File: src/rtl/sha3_pkg.sv
// Shared types, codes and helpers for the SHA-3 sequencer and its digest drain.
package sha3_pkg;

    localparam int unsigned HASH_W = 512;
    localparam int unsigned WORD_W = 32;
    localparam int unsigned DCNT_W = 5;
    localparam int unsigned KIDX_W = 4;
    localparam int unsigned RATE_W = 11;

    localparam logic [1:0] OUT_512 = 2'b00;
    localparam logic [1:0] OUT_384 = 2'b01;
    localparam logic [1:0] OUT_256 = 2'b10;
    localparam logic [1:0] OUT_224 = 2'b11;

    localparam int unsigned RATE_512 = 576;
    localparam int unsigned RATE_384 = 832;
    localparam int unsigned RATE_256 = 1088;
    localparam int unsigned RATE_224 = 1152;

    typedef enum logic [2:0] {
        IDLE,
        CLEAR,
        FEED,
        LAST,
        WAIT_HASH,
        DRAIN
    } seq_state_e;

    // Command fields captured on start.
    typedef struct packed {
        logic [1:0] out_size;
        logic [1:0] len_lo;
    } seq_cmd_t;

    // Number of 32-bit digest words for an output-size code.
    function automatic logic [DCNT_W-1:0] digest_words(input logic [1:0] out_size);
        case (out_size)
            OUT_512: return DCNT_W'(16);
            OUT_384: return DCNT_W'(12);
            OUT_256: return DCNT_W'(8);
            default: return DCNT_W'(7);
        endcase
    endfunction

    // Sponge bitrate for an output-size code.
    function automatic logic [RATE_W-1:0] rate_bits(input logic [1:0] out_size);
        case (out_size)
            OUT_512: return RATE_W'(RATE_512);
            OUT_384: return RATE_W'(RATE_384);
            OUT_256: return RATE_W'(RATE_256);
            default: return RATE_W'(RATE_224);
        endcase
    endfunction

endpackage

File: src/rtl/sha3_digest_drain.sv
// Captures the 512-bit permutation state and serialises the digest MSB-first
// as 32-bit valid/ready words, flagging the final word.
module sha3_digest_drain
    import sha3_pkg::*;
(
    input  logic              clk,
    input  logic              reset,
    input  logic              load_i,
    input  logic [HASH_W-1:0] hash_i,
    input  logic [DCNT_W-1:0] words_i,
    input  logic              en_i,
    input  logic              dig_ready_i,
    output logic [WORD_W-1:0] dig_data_o,
    output logic              dig_valid_o,
    output logic              dig_last_o,
    output logic              last_hs_o
);

    logic [HASH_W-1:0] hash_q, hash_d;
    logic [KIDX_W-1:0] k_q, k_d;
    logic [KIDX_W-1:0] last_q, last_d;
    logic              at_last;

    assign at_last = (k_q == last_q);

    // Shift the captured state left one word per handshake; the final index holds.
    always_comb begin
        hash_d = hash_q;
        k_d    = k_q;
        last_d = last_q;
        if (load_i) begin
            hash_d = hash_i;
            k_d    = '0;
            last_d = KIDX_W'(words_i - DCNT_W'(1));
        end else if (en_i && dig_ready_i && !at_last) begin
            hash_d = {hash_q[HASH_W-WORD_W-1:0], {WORD_W{1'b0}}};
            k_d    = k_q + KIDX_W'(1);
        end
    end

    always_ff @(posedge clk) begin
        if (reset) begin
            hash_q <= '0;
            k_q    <= '0;
            last_q <= '0;
        end else begin
            hash_q <= hash_d;
            k_q    <= k_d;
            last_q <= last_d;
        end
    end

    assign dig_valid_o = en_i;
    assign dig_data_o  = en_i ? hash_q[HASH_W-1 -: WORD_W] : '0;
    assign dig_last_o  = en_i & at_last;
    assign last_hs_o   = en_i & dig_ready_i & at_last;

endmodule

File: src/rtl/sha3_seq_ctrl.sv
// SHA-3 sequencer: clears the core, feeds the padder word by word with
// last-word marking, then drains the digest sized by the output length.
module sha3_seq_ctrl
    import sha3_pkg::*;
#(
    parameter int unsigned LEN_W      = 32,
    parameter int unsigned CLR_CYCLES = 2
) (
    input  logic              clk,
    input  logic              reset,
    input  logic              start,
    input  logic [1:0]        out_size,
    input  logic [LEN_W-1:0]  len_bytes,
    output logic              busy,
    output logic              done,
    input  logic [31:0]       msg_data,
    input  logic              msg_valid,
    output logic              msg_ready,
    output logic              core_rst,
    output logic [31:0]       pad_in,
    output logic              pad_in_ready,
    output logic              pad_is_last,
    output logic [1:0]        pad_byte_num,
    input  logic              pad_buffer_full,
    input  logic [511:0]      hash,
    input  logic              hash_valid,
    output logic [31:0]       dig_data,
    output logic              dig_valid,
    input  logic              dig_ready,
    output logic              dig_last
);

    localparam int unsigned WC_W = LEN_W - 2;
    localparam int unsigned CC_W = (CLR_CYCLES > 1) ? $clog2(CLR_CYCLES) : 1;

    seq_state_e      state_q, state_d;
    seq_cmd_t        cmd_q, cmd_d;
    logic [WC_W-1:0] w_q, w_d;
    logic [CC_W-1:0] clr_q, clr_d;
    logic            done_q, done_d;
    logic            drain_load;
    logic            drain_last_hs;
    logic            last_take;

    // Final padder beat: a zero word when the length is word-aligned, else the next message word.
    assign last_take = ((cmd_q.len_lo == 2'd0) | msg_valid) & ~pad_buffer_full;

    always_ff @(posedge clk) begin
        if (reset) begin
            state_q <= IDLE;
        end else begin
            state_q <= state_d;
        end
    end

    always_comb begin
        state_d    = state_q;
        cmd_d      = cmd_q;
        w_d        = w_q;
        clr_d      = clr_q;
        done_d     = 1'b0;
        drain_load = 1'b0;
        case (state_q)
            IDLE: begin
                if (start) begin
                    cmd_d.out_size = out_size;
                    cmd_d.len_lo   = len_bytes[1:0];
                    w_d            = len_bytes[LEN_W-1:2];
                    clr_d          = '0;
                    state_d        = CLEAR;
                end
            end
            CLEAR: begin
                if (clr_q == CC_W'(CLR_CYCLES - 1)) begin
                    state_d = (w_q != '0) ? FEED : LAST;
                end else begin
                    clr_d = clr_q + CC_W'(1);
                end
            end
            FEED: begin
                if (msg_valid && !pad_buffer_full) begin
                    if (w_q <= WC_W'(1)) begin
                        w_d     = '0;
                        state_d = LAST;
                    end else begin
                        w_d = w_q - WC_W'(1);
                    end
                end
            end
            LAST: begin
                if (last_take) begin
                    state_d = WAIT_HASH;
                end
            end
            WAIT_HASH: begin
                if (hash_valid) begin
                    drain_load = 1'b1;
                    state_d    = DRAIN;
                end
            end
            DRAIN: begin
                if (drain_last_hs) begin
                    done_d  = 1'b1;
                    state_d = IDLE;
                end
            end
            default: state_d = IDLE;
        endcase
    end

    always_ff @(posedge clk) begin
        if (reset) begin
            cmd_q  <= '0;
            w_q    <= '0;
            clr_q  <= '0;
            done_q <= 1'b0;
        end else begin
            cmd_q  <= cmd_d;
            w_q    <= w_d;
            clr_q  <= clr_d;
            done_q <= done_d;
        end
    end

    always_comb begin
        busy         = (state_q != IDLE);
        done         = done_q;
        core_rst     = reset | (state_q == CLEAR);
        msg_ready    = 1'b0;
        pad_in       = '0;
        pad_in_ready = 1'b0;
        pad_is_last  = 1'b0;
        pad_byte_num = 2'd0;
        case (state_q)
            FEED: begin
                pad_in       = msg_data;
                pad_in_ready = msg_valid;
                msg_ready    = ~pad_buffer_full;
            end
            LAST: begin
                if (cmd_q.len_lo != 2'd0) begin
                    pad_in       = msg_data;
                    pad_in_ready = msg_valid;
                    msg_ready    = ~pad_buffer_full;
                end else begin
                    pad_in_ready = 1'b1;
                end
                // Last marking is withheld whenever the padder is full.
                pad_is_last  = pad_in_ready & ~pad_buffer_full;
                pad_byte_num = pad_is_last ? cmd_q.len_lo : 2'd0;
            end
            default: ;
        endcase
    end

    sha3_digest_drain u_drain (
        .clk         (clk),
        .reset       (reset),
        .load_i      (drain_load),
        .hash_i      (hash),
        .words_i     (digest_words(cmd_q.out_size)),
        .en_i        (state_q == DRAIN),
        .dig_ready_i (dig_ready),
        .dig_data_o  (dig_data),
        .dig_valid_o (dig_valid),
        .dig_last_o  (dig_last),
        .last_hs_o   (drain_last_hs)
    );

endmodule

File: config.mk
export PLATFORM = sky130hd
export DESIGN_NAME = sha3_seq_ctrl
export DESIGN_NICKNAME = d
export VERILOG_FILES = /design/src/rtl/sha3_pkg.sv /design/src/rtl/sha3_digest_drain.sv /design/src/rtl/sha3_seq_ctrl.sv
export SDC_FILE = /design/constraint.sdc
export NUM_CORES = 1
export LEC_CHECK = 0
export BUFFER_PORTS_ARGS = -buffer_cell sky130_fd_sc_hd__clkbuf_2
export CORE_AREA = 3 3 254 256
export CTS_CLUSTER_SIZE = 14
export DETAILED_ROUTE_END_ITERATION = 16
export DIE_AREA = 0 0 257 259
export GPL_TIMING_DRIVEN = 0
export PLACE_DENSITY_LB_ADDON = 0.2
export SLEW_MARGIN = 15
export SYNTH_ARGS = -nofsm -noshare
export SYNTH_HDL_FRONTEND = slang
export SYNTH_SLANG_ARGS = --single-unit
File: constraint.sdc
create_clock -name clk -period 3.5 [get_ports clk]
set_input_delay 0.35 -clock clk [delete_from_list [all_inputs] [get_ports clk]]
set_output_delay 0.35 -clock clk [all_outputs]
set_load 0.05 [all_outputs]
# After elaboration in Yosys (flattened, before gate mapping)
# Cells that the tools add are included.
[totals]
reg_bits = 559
in_bits = 585
output_inout_bits = 74
wordCells = 91
[op_classes]
addsub = 4
n_lt_le_gt_ge = 1
n_eq_ne = 15
n_mux = 33
bitwise_logic = 9
reduce_logical = 20
[ops]
columns = ["operator", "count"]
rows = [
  ["two-way mux 512 bit", 2],
  ["two-way mux 30 bit", 3],
  ["two-way mux 32 bit", 2],
  ["one-hot mux 32 bit (2 select lines)", 1],
  ["one-hot mux 30 bit (2 select lines)", 1],
  ["<= comparator 30 x 1 -> 1 bit (second input constant)", 1],
  ["nonzero test 30 bit", 1],
  ["subtractor 30 x 1 -> 30 bit (second input constant)", 1],
  ["two-way mux 3 bit", 7],
  ["one-hot mux 3 bit (6 select lines)", 1],
  ["!= test 2 bit (second input constant)", 7],
  ["one-hot mux 4 bit (3 select lines)", 1],
  ["two-way mux 1 bit", 10],
  ["nonzero test 2 bit", 4],
  ["AND reduction 7 bit", 1],
  ["equality test 3 x 2 -> 1 bit (second input constant)", 2],
  ["equality test 3 bit (second input constant)", 2],
  ["one-hot mux 1 bit (2 select lines)", 3],
  ["bitwise AND 1 bit", 5],
  ["adder 4 x 1 -> 4 bit (second input constant)", 1],
  ["equality test 4 bit", 1],
  ["zero test 2 bit", 2],
  ["two-way mux 2 bit", 2],
  ["AND reduction 2 bit", 2],
  ["other kinds (13)", 19],
]

# Longest topological paths before layout
# Gate-level depths: netlist of the first run.
[logic_depth]
depth_word = 6
ltp_mapped = 11
depth_no_buf = 8

# Cells and area by module
# A second synthesis of the first run with hierarchy kept.
[unflattened]
cells_unflattened = 3356
area_unflattened_um2 = 31002.2
[modules_own_cells]
columns = ["module", "instances", "cells_per_inst", "area_each_um2", "seq_area_each_um2"]
rows = [
  ["sha3_digest_drain", 1, 2979, 28264.6, 10410.0],
  ["sha3_seq_ctrl", 1, 377, 2737.6, 780.7],
]

# Worst setup path after synthesis of the first run
# OpenSTA, ideal clock, no wires.
[synth_timing]
path_kind = "reg2reg"
from = "register state_q[2]"
to = "register u_drain.hash_q[403]"
setup_time_ps = 91
arrival_ps = 2575
required_ps = 3409
slack_ps = 834
stages_incl_launch_ff = 12
path_buffers = 5
synth_period_minus_slack_ps = 2666
cell_sequence = "dfxtp_1 > clkbuf_1 > nor2b_1 > clkbuf_1 > nand2_1 > inv_1 > and3_1 > clkbuf_1 > clkbuf_1 > buf_1 > nand2_1 > a311oi_1"
[synth_via]
elab_chain_cells = 4
word_cells_on_any_way = 7
cone_classes = "2 x eq/ne; 2 x mux; 3 x reduce/logical"
[synth_lines]
columns = ["item", "line", "source"]
rows = [
  ["start, declared", "sha3_seq_ctrl.sv:36", "seq_state_e state_q, state_d;"],
  ["start signal, assigned", "sha3_seq_ctrl.sv:52", "state_q <= state_d;"],
  ["equality test 3 bit", "sha3_seq_ctrl.sv:162", ".en_i (state_q == DRAIN),"],
  ["named net dig_valid", "sha3_seq_ctrl.sv:28", "output logic dig_valid,"],
  ["logical AND 1 bit (2 in a row)", "sha3_digest_drain.sv:35", "end else if (en_i && dig_ready_i && !at_last) begin"],
  ["nonzero test 2 bit (no source line)", "-", ""],
  ["end signal, assigned", "sha3_digest_drain.sv:47", "hash_q <= hash_d;"],
  ["end, declared", "sha3_digest_drain.sv:19", "logic [HASH_W-1:0] hash_q, hash_d;"],
]
# The timed path passes the listed nets, and every way through them passes these cells.
# A chain may end at the register's enable or synchronous reset.

# Worst setup path in the final report of the first run
[layout_timing]
from = "register w_q[4]"
to = "register w_q[4]"
[layout_via]
elab_chain_cells = 4
word_cells_on_any_way = 5
cone_classes = "1 x add/sub; 1 x order compare; 3 x mux"
[layout_lines]
columns = ["item", "line", "source"]
rows = [
  ["start, declared", "sha3_seq_ctrl.sv:38", "logic [WC_W-1:0] w_q, w_d;"],
  ["start signal, assigned", "sha3_seq_ctrl.sv:119", "w_q <= w_d;"],
  ["subtractor 30 x 1 -> 30 bit or <= comparator 30 x 1 -> 1 bit (tied branches)", "sha3_seq_ctrl.sv:86, sha3_seq_ctrl.sv:82", ""],
  ["two-way mux 30 bit *", "sha3_seq_ctrl.sv:82", "if (w_q <= WC_W'(1)) begin"],
  ["two-way mux 30 bit *", "sha3_seq_ctrl.sv:81", "if (msg_valid && !pad_buffer_full) begin"],
  ["one-hot mux 30 bit (2 select lines) *", "sha3_seq_ctrl.sv:63", "case (state_q)"],
]
# Mark *: on every way between the ends. The rest lies on a longest branch, timed or not. The select of a mux whose other input is x is not followed.

==> summary.txt, run 1 <==
Global routing
  • Vias in the first global route: 26.4k
  • First-pass GRT wire length: 154,000 µm
  • GR Util met1: 37.3%
  • Grt ovf: 0
  • Largest net degree at the start of global routing: 16
  • GRT met3 Usage: 4.77%
  • Initial antenna violation count: 18
  • Global routing usage on met2: 51.1%
  • GRT Total Usage: 29.6%
  • Global route hottest layer: met2

Final layout
  • FF/Latch Area: 11,200 µm²
  • Final Cell Area: 33,100 µm²
  • Fill count: 6,194
  • Nets: 4,786
  • Footprint of the multi-input gates: 12,200 µm²
  • Share of cells above drive strength 1: 18.3%
  • Post-layout util: 52.8%
  • Layout Area Growth over Synthesis: 34.5%

Worst setup path
  • Crit end category: register
  • CP Launch Point: w_q[4]$_SDFFE_PP0P_
  • R2R depth: 8
  • Crit start category: register
  • CP Cell Sequence: or4_1 > nor4_1 > a31o_2 > buf_2 > clkbuf_1 > o21ai_0 > a22oi_1 > nor2_1
  • R2r startpoint: w_q[4]$_SDFFE_PP0P_
  • Slowest-stage cell, CP: nor4_1
  • Worst flop-to-flop path endpoint: w_q[4]$_SDFFE_PP0P_
  • Critical path peak fanout: 10
  • Setup CP Type: register to register
  • R2R setup slack: 0.18 ns
  • CP max stage delay: 0.72 ns
  • CP Data Arrival Time: 3.79 ns
  • Critical Path RT: 3.98 ns

Yosys
  • Mapped Cells: 3,269
  • Yosys top cell by area: dfxtp_1
  • Mapped Nets: 3,857
  • Synth warnings: 0
  • Dominant register cell in the synthesized netlist: dfxtp_1
  • Unique masters post-synth: 52
  • Number of synthesized register bits: 559
  • Post-Syn Area: 24,600 µm²
  • Post-synth EDFFs: 0
  • Post-synth top area share: 45.5%
  • Async SR Flop Fraction: 0%
  • Avg Inst Size Synth: 7.53 µm²
  • Seq/Total Area, Yosys: 45.5%
  • Synth top area cells: dfxtp_1 (45%), a311oi_1 (17%), nand2_1 (16%)

Pwr
  • Worst vdd ir: 0.000327 V
  • Power per Cell Area: 429 nW/µm²
  • Leak pwr: 0.0124 µW

Placed design
  • Pre-CTS worst setup slack: -0.610 ns
  • Buffers on Ports: 657
  • Gpl congestion: 0.945
  • Placed inst area: 28,900 µm²
  • Detailed Place HPWL: 81,700 µm

Worst hold path
  • Hold Crit Class: input pin to register
  • Worst hold endpoint: u_drain.hash_q[203]$_SDFFE_PP0P_
  • Hold Path Origin: hash[203]
  • Worst hold stages: 3

CTS
  • H-tree depth: 2
  • Worst-Skew Late Latency: 0.63 ns
  • Root Driver: clkbuf_16
  • Total CTS buffers: 58
  • CTS max path bufs: 3
  • Clk slew on worst S/H paths: 0.06 ns
  • # clock sinks: 559
  • TritonCTS clock tree: yes

Routing
  • Iteration-0 DRC Markers: 1,933
  • Via count: 27.4k
  • Total Routed Length: 104,000 µm
  • TritonRoute pass-1 iters: 8
  • DRT antenna net count: 0
  • DRC: 0
  • Post-DR vias/cell: 5.36
  • DR WL/cell: 20.3 µm

STA
  • Worst setup margin: 0.181 ns
  • # setup viols final: 0
  • RSZ-0062 raised after global routing: false
  • Hold Fails Final Rpt: 0
  • Tmin final: 3.32 ns
  • Final worst-path cycle share: 94.8%
  • Worst-margin pin slew: 0.860 ns
  • Final Skew: 0.0295 ns
  • Max Slew Vio Count: 0
  • FMAX: 0.301 GHz
  • Slew headroom: 42.6%

Run
  • Max-Cap Viols: 0

Floorplan
  • Num rows: 92
  • I/O pins: 659
  • Die area: 66,600 µm²
  • Core area: 62,700 µm²
  • Initial Utilization: 39.2%
  • Die width: 257 µm
  • Die Ht: 259 µm

Outcome
  • Status: finished, final reports clean
through the flow:
step | TNS [ns] | total power [µW] | hold WS (ns) | std cells
6_report | 0 | 14200 | 0.0176 | 5104
2_1_floorplan | 0 | 7090 | 0.445 | 3269
5_1_grt | 0 | 14600 | 0.00502 | 5099
3_3_place_gp | -52.70 | 7690 | 0.457 | 4772
3_5_place_dp | -66.55 | 7680 | 0.461 | 4772
4_1_cts | 0 | 14200 | 0.0000142 | 5089
routing by layer:
layer | wire length (µm) | vias up
met4 | 3650 | 8
met1 | 43300 | 12700
met5 | 49 | -
met3 | 6980 | 203
met2 | 49700 | 1155
li1 | - | 13300
worst max-delay path by stage:
stage                                             endpoint  slack (ns)  depth (start not counted)
after floorplan           u_drain.hash_q[403]$_SDFFE_PP0P_        0.83                         11
after global placement    u_drain.hash_q[461]$_SDFFE_PP0P_       -0.56                         11
after detailed placement  u_drain.hash_q[461]$_SDFFE_PP0P_       -0.61                         11
after CTS                 u_drain.hash_q[406]$_SDFFE_PP0P_        0.05                         10
after global routing      u_drain.hash_q[167]$_SDFFE_PP0P_      0.0001                         10
final                                  w_q[4]$_SDFFE_PP0P_        0.18                          8
cells in the mapped netlist, types with 3 or more instances:
library cell and instances:
nor3_1 25, inv_1 12, a31oi_1 9, or4_1 4, nand4_1 3, and3_1 37
buf_2 5, nand4b_1 3, a21oi_1 65, buf_1 19, o31ai_1 5, nor2_1 517
nand2_1 1040, o21ai_0 30, o21a_1 4, nand3_1 39, a32oi_1 4, dfxtp_1 559
nand2b_1 5, clkbuf_1 294, a211oi_1 3, o41ai_1 3, o21ai_1 4, a22oi_1 7
nor2b_1 4, and2_1 36, a311oi_1 482, or4_4 3, nor4_1 7, ha_1 3
xnor2_1 6, or3_1 3
critical path: cells and delay by family (launching register included):
kind / cells / cell delay [ns]
AO/OA/AOI/OAI: 3 / 0.62
buffers and inverters: 2 / 0.75
flip-flops: 1 / 0.38
AND/OR/NAND/NOR: 3 / 1.44
cells in the final DEF (no fill, tap or decap), drive strengths merged, types with 9 or more instances in the layout:
master       netlist  final
a21oi             65     65
a311oi           482    482
a31oi              9      9
and2              36     36
and3              37     37
buf               25     26
clkbuf           294   1033
clkinv             0     14
dfxtp            559    559
diode              0     14
dlygate4sd3        0    213
inv               12     12
nand2           1040   1040
nand3             39     39
nor2             517    517
nor3              25     25
o21ai             34     34
logic make-up (layout without fill, tap and decap cells):
family          count (synthesis)  count (layout)  share of synthesized area, %
other cells                     0              14                             0
buf+inv                       331            1306                          5.11
fa+ha+maj                       3               3                         0.153
mux                             1               1                        0.0407
compound gates                631             631                          20.7
xor+xnor                        8               8                         0.285
simple gates                 1736            1736                          28.2
flops                         559             559                          45.5
power by group:
group          internal [µW]  total [µW]  switching, µW
Clock                   3730        6430           2690
Combinational            575        1280            708
Sequential              6430        6490           62.6
timing repair:
item | CTS | global route
gates resized for setup | 6 | 16
hold buffers | 212 | 1
endpoints found under the setup margin | 471 | 325
hold endpoints to repair | 212 | 1
setup buffers | 0 | 0
area by class of cell:
class	count	share of cell area, %
tap	846	3.20
clock buffer	84	5.14
clock inverter	22	0.802
multi-input combinational	2379	36.7
buffer	318	3.69
antenna	14	0.106
sequential	559	33.8
timing repair buffer	870	16.4
inverter	12	0.136
state kept, by name, indices dropped and copies added, names as in the netlist:
signal and cells:
u_drain.hash_q 512, state_q 3, done 1, w_q 30
clr_q 1, cmd_q 4, u_drain.last_q 4, u_drain.k_q 4
Power figures use the tool's default switching activity.
==> inputs of run 2 (changes only) <==
--- a/config.mk
+++ b/config.mk
@@ -6,13 +6,15 @@
 export NUM_CORES = 1
 export LEC_CHECK = 0
 export BUFFER_PORTS_ARGS = -buffer_cell sky130_fd_sc_hd__clkbuf_2
-export CORE_AREA = 3 3 254 256
+export CORE_MARGIN = 3
+export CORE_UTILIZATION = 50
 export CTS_CLUSTER_SIZE = 14
 export DETAILED_ROUTE_END_ITERATION = 16
-export DIE_AREA = 0 0 257 259
 export GPL_TIMING_DRIVEN = 0
 export PLACE_DENSITY_LB_ADDON = 0.2
+export REMOVE_ABC_BUFFERS = 1
 export SLEW_MARGIN = 15
 export SYNTH_ARGS = -nofsm -noshare
 export SYNTH_HDL_FRONTEND = slang
+export SYNTH_HIERARCHICAL = 1
 export SYNTH_SLANG_ARGS = --single-unit
==> summary.txt, run 2 <==
Outcome
  • Status: finished, final reports clean

Yosys
  • Number of synthesized register bits: 559 (unchanged)
  • Post-synth top cells: dfxtp_1 (559), a22oi_1 (502), clkbuf_1 (319)
  • Dominant register cell in the synthesized netlist: dfxtp_1
  • Avg Inst Size Synth: 9.24 µm² (+23%)
  • Unique masters post-synth: 59 (+13%)
  • Post-synth EDFFs: 0 (unchanged)
  • Mapped Cells: 3,356 (+2.7%)
  • Post-synth top area share: 36.1% (-9.4 points)
  • Count leader, synth: dfxtp_1
  • Seq/Total Area, Yosys: 36.1% (-9.4 points)
  • Synth top area cells: dfxtp_1 (36%), a22oi_1 (12%), mux2_2 (8.4%)
  • Post-Syn Area: 31,000 µm² (+26%)
  • Yosys top cell by area: dfxtp_1
  • Synth warnings: 6 (+6)
  • Async SR Flop Fraction: 0% (unchanged)

Final layout
  • Share of cells above drive strength 1: 29.7% (+11 points)
  • Nets: 4,469 (-6.6%)
  • Commonest cells after routing, fill and taps aside: clkbuf_2 (656), dfxtp_1 (556), a22oi_1 (502)
  • Layout Area Growth over Synthesis: 26.5%
  • Max reg flops: 512 (unchanged)
  • Post-layout util: 64.5% (+12 points)
  • Biggest register: u_drain/hash_q
  • Largest registers: u_drain/hash_q (512), w_q (30)
  • Commonest non-fill, non-tap cell in the layout: clkbuf_2

Routing
  • Total Routed Length: 108,000 µm (+4.3%)
  • TritonRoute pass-1 iters: 6 (-2)
  • DRT antenna net count: 0 (unchanged)
  • Via count: 31.2k (+14%)
  • Iteration-0 DRC Markers: 3,238 (+68%)
  • DR WL/cell: 22.7 µm (+12%)
  • DRC: 0 (unchanged)
  • Post-DR vias/cell: 6.54 (+22%)

Worst setup path
  • Setup CP Type: register to register
  • R2R setup slack: 0.14 ns (-0.04 ns)
  • Crit end category: register
  • R2r startpoint: w_q[11]$_SDFFE_PP0P_
  • Critical path peak fanout: 26 (+16)
  • Worst flop-to-flop path endpoint: w_q[10]$_SDFFE_PP0P_
  • Critical Path RT: 3.97 ns (about the same)
  • CP Data Arrival Time: 3.82 ns (+0.03 ns)
  • Crit start category: register
  • R2R depth: 6 (-2)

STA
  • Setup TNS: 0 ns (unchanged)
  • RSZ-0062 raised after global routing: false
  • Tmin final: 3.36 ns (+0.0366 ns)
  • Hold Fails Final Rpt: 0 (unchanged)
  • Worst-margin pin slew: 1.17 ns (+0.306 ns)
  • FMAX: 0.298 GHz (-1.1%)
  • # setup viols final: 0 (unchanged)
  • Max Slew Vio Count: 0 (unchanged)
  • Slew headroom: 22.2% (-20 points)
  • Final Skew: 0.0230 ns (-0.00652 ns)
  • Final worst-path cycle share: 95.9% (+1.0 points)

CTS
  • Root Driver: clkbuf_16
  • Total CTS buffers: 61 (+5.2%)
  • H-tree depth: 2 (unchanged)
  • # clock sinks: 559 (unchanged)
  • TritonCTS clock tree: yes
  • CTS max path bufs: 3 (unchanged)
  • Worst-Skew Late Latency: 0.63 ns (about the same)
  • Clk slew on worst S/H paths: 0.06 ns (about the same)

Worst hold path
  • Hold Path Origin: len_bytes[15]
  • Worst hold endpoint: w_q[13]$_SDFFE_PP0P_
  • Worst hold stages: 3 (unchanged)
  • Hold Crit Class: input pin to register

Floorplan
  • Core area: 60,800 µm² (-3.1%)
  • Die width: 255 µm (-0.78%)
  • Num rows: 90 (-2.2%)
  • I/O pins: 659 (unchanged)
  • Die area: 65,000 µm² (-2.3%)
  • Die Ht: 255 µm (-1.5%)
  • Initial Utilization: 51.0% (+12 points)

Global routing
  • Grt ovf: 0 (unchanged)
  • Largest net degree at the start of global routing: 119 (+103)
  • GRT Total Usage: 30.9% (+1.3 points)
  • Initial antenna violation count: 66 (+48)
  • First-pass GRT wire length: 164,000 µm (+5.9%)
  • Vias in the first global route: 28.9k (+9.6%)

Placed design
  • Gpl congestion: 0.873 (-7.6%)
  • Buffers on Ports: 658 (+0.15%)
  • Detailed Place HPWL: 72,200 µm (-12%)

Pwr
  • Logic pwr share: 30.5% (+22 points)
  • Worst vdd ir: 0.000430 V (+32%)
  • Power per Cell Area: 614 nW/µm² (+43%)
  • Clk pwr share: 28.5% (-17 points)
  • P_int: 16,200 µW (+51%)
  • Leak pwr: 0.0146 µW (+18%)
  • Reg power frac: 41.0% (-4.7 points)
  • P_sw: 7900 µW (+130%)
  • Sw frac: 32.8% (+8.4 points)

Run
  • Max-Cap Viols: 0 (unchanged)
-- run 2: cell types whose count changed after synthesis, moves of 239 or more --
cell	previous run	this run
mux2i_1	1	241
nand2_1	1040	50
a311oi_1	482	1
nor2_1	517	278
a22oi_1	7	502
o221ai_1	1	250
-- run 2: through the flow --
stage          area, µm²  total power, µW  setup slack [ns]  hold slack [ns]  std cells
2_1_floorplan      29300            16000           -220.65            0.419       2962
3_3_place_gp       33600            18400           -484.82            0.444       4402
3_5_place_dp       36200            17000             -1.09            0.458       4539
4_1_cts            38900            24000          0.000183          0.00145       4703
5_1_grt            39200            25400           0.00759           0.0184       4751
6_report           39200            24100             0.145           0.0342       4771
-- run 2: what timing repair did --
item | 4_1_cts | 5_1_grt
setup buffers | 7 | 3
setup endpoints to repair | 436 | 59
gates cloned | 7 | 4
endpoints found under the hold margin | 43 | 0
pin swaps | 6 | 1
hold buffers | 43 | 0
resized for setup | 13 | 4
-- run 2: routing by layer --
metal | track usage [%] | wire [µm] | vias up
li1 | - | - | 14500
met1 | 39.2 | 43700 | 15100
met2 | 49.0 | 50900 | 1279
met3 | 8.00 | 8860 | 258
met4 | 15.3 | 4660 | 26
met5 | 0 | 191 | -
-- run 2: area by class of cell --
cell class              count  area, µm²
diodes                     62        155
clock buffers              85       1770
clock inverters            28        352
fillers                  5060      21600
inverters                  21       95.1
multi-input cells        2387      18200
flip-flops and latches    559      11200
well taps                 782        978
repair buffers            847       6510
-- run 2: worst max-delay path by stage --
stage,start,to,slack [ns]
floorplan,state_q[1]$_SDFFE_PP0P_,u_drain/hash_q[101]$_SDFFE_PP0P_,-220.65
global placement,state_q[1]$_SDFFE_PP0P_,u_drain/hash_q[440]$_SDFFE_PP0P_,-484.82
detailed placement,state_q[1]$_SDFFE_PP0P_,u_drain/hash_q[262]$_SDFFE_PP0P_,-1.09
CTS,state_q[1]$_SDFFE_PP0P_,u_drain/hash_q[404]$_SDFFE_PP0P_,0.0002
global route,w_q[11]$_SDFFE_PP0P_,w_q[11]$_SDFFE_PP0P_,0.008
finish,w_q[11]$_SDFFE_PP0P_,w_q[10]$_SDFFE_PP0P_,0.14
-- run 2: power groups by stage --
stage / Combinational [µW] / Clock [µW] / Sequential [µW]
after detailed placement: 7120 / 0 / 9870
after global placement: 8570 / 0 / 9850
final: 7360 / 6860 / 9860
after floorplan: 6520 / 0 / 9450
after global routing: 8140 / 7190 / 10100
after CTS: 7280 / 6960 / 9790
-- run 2: critical path: stages, from the launching register on --
cell and delay [ns]:
dfxtp_1 0.33, nor4_1 0.81, nand2_1 0.39, nor4_4 0.79
nor2_2 0.43, a22oi_1 0.33, o32ai_1 0.13
-- run 2: kinds of logic after synthesis --
| kind of cell | count (synthesis) | synth area share (%) |
|---|---|---|
| simple gates | 783 | 12.3 |
| xor+xnor | 8 | 0.226 |
| compound gates | 1112 | 29.2 |
| fa+ha+maj | 7 | 0.282 |
| buf+inv | 415 | 5.70 |
| flops | 559 | 36.1 |
| mux | 472 | 16.2 |
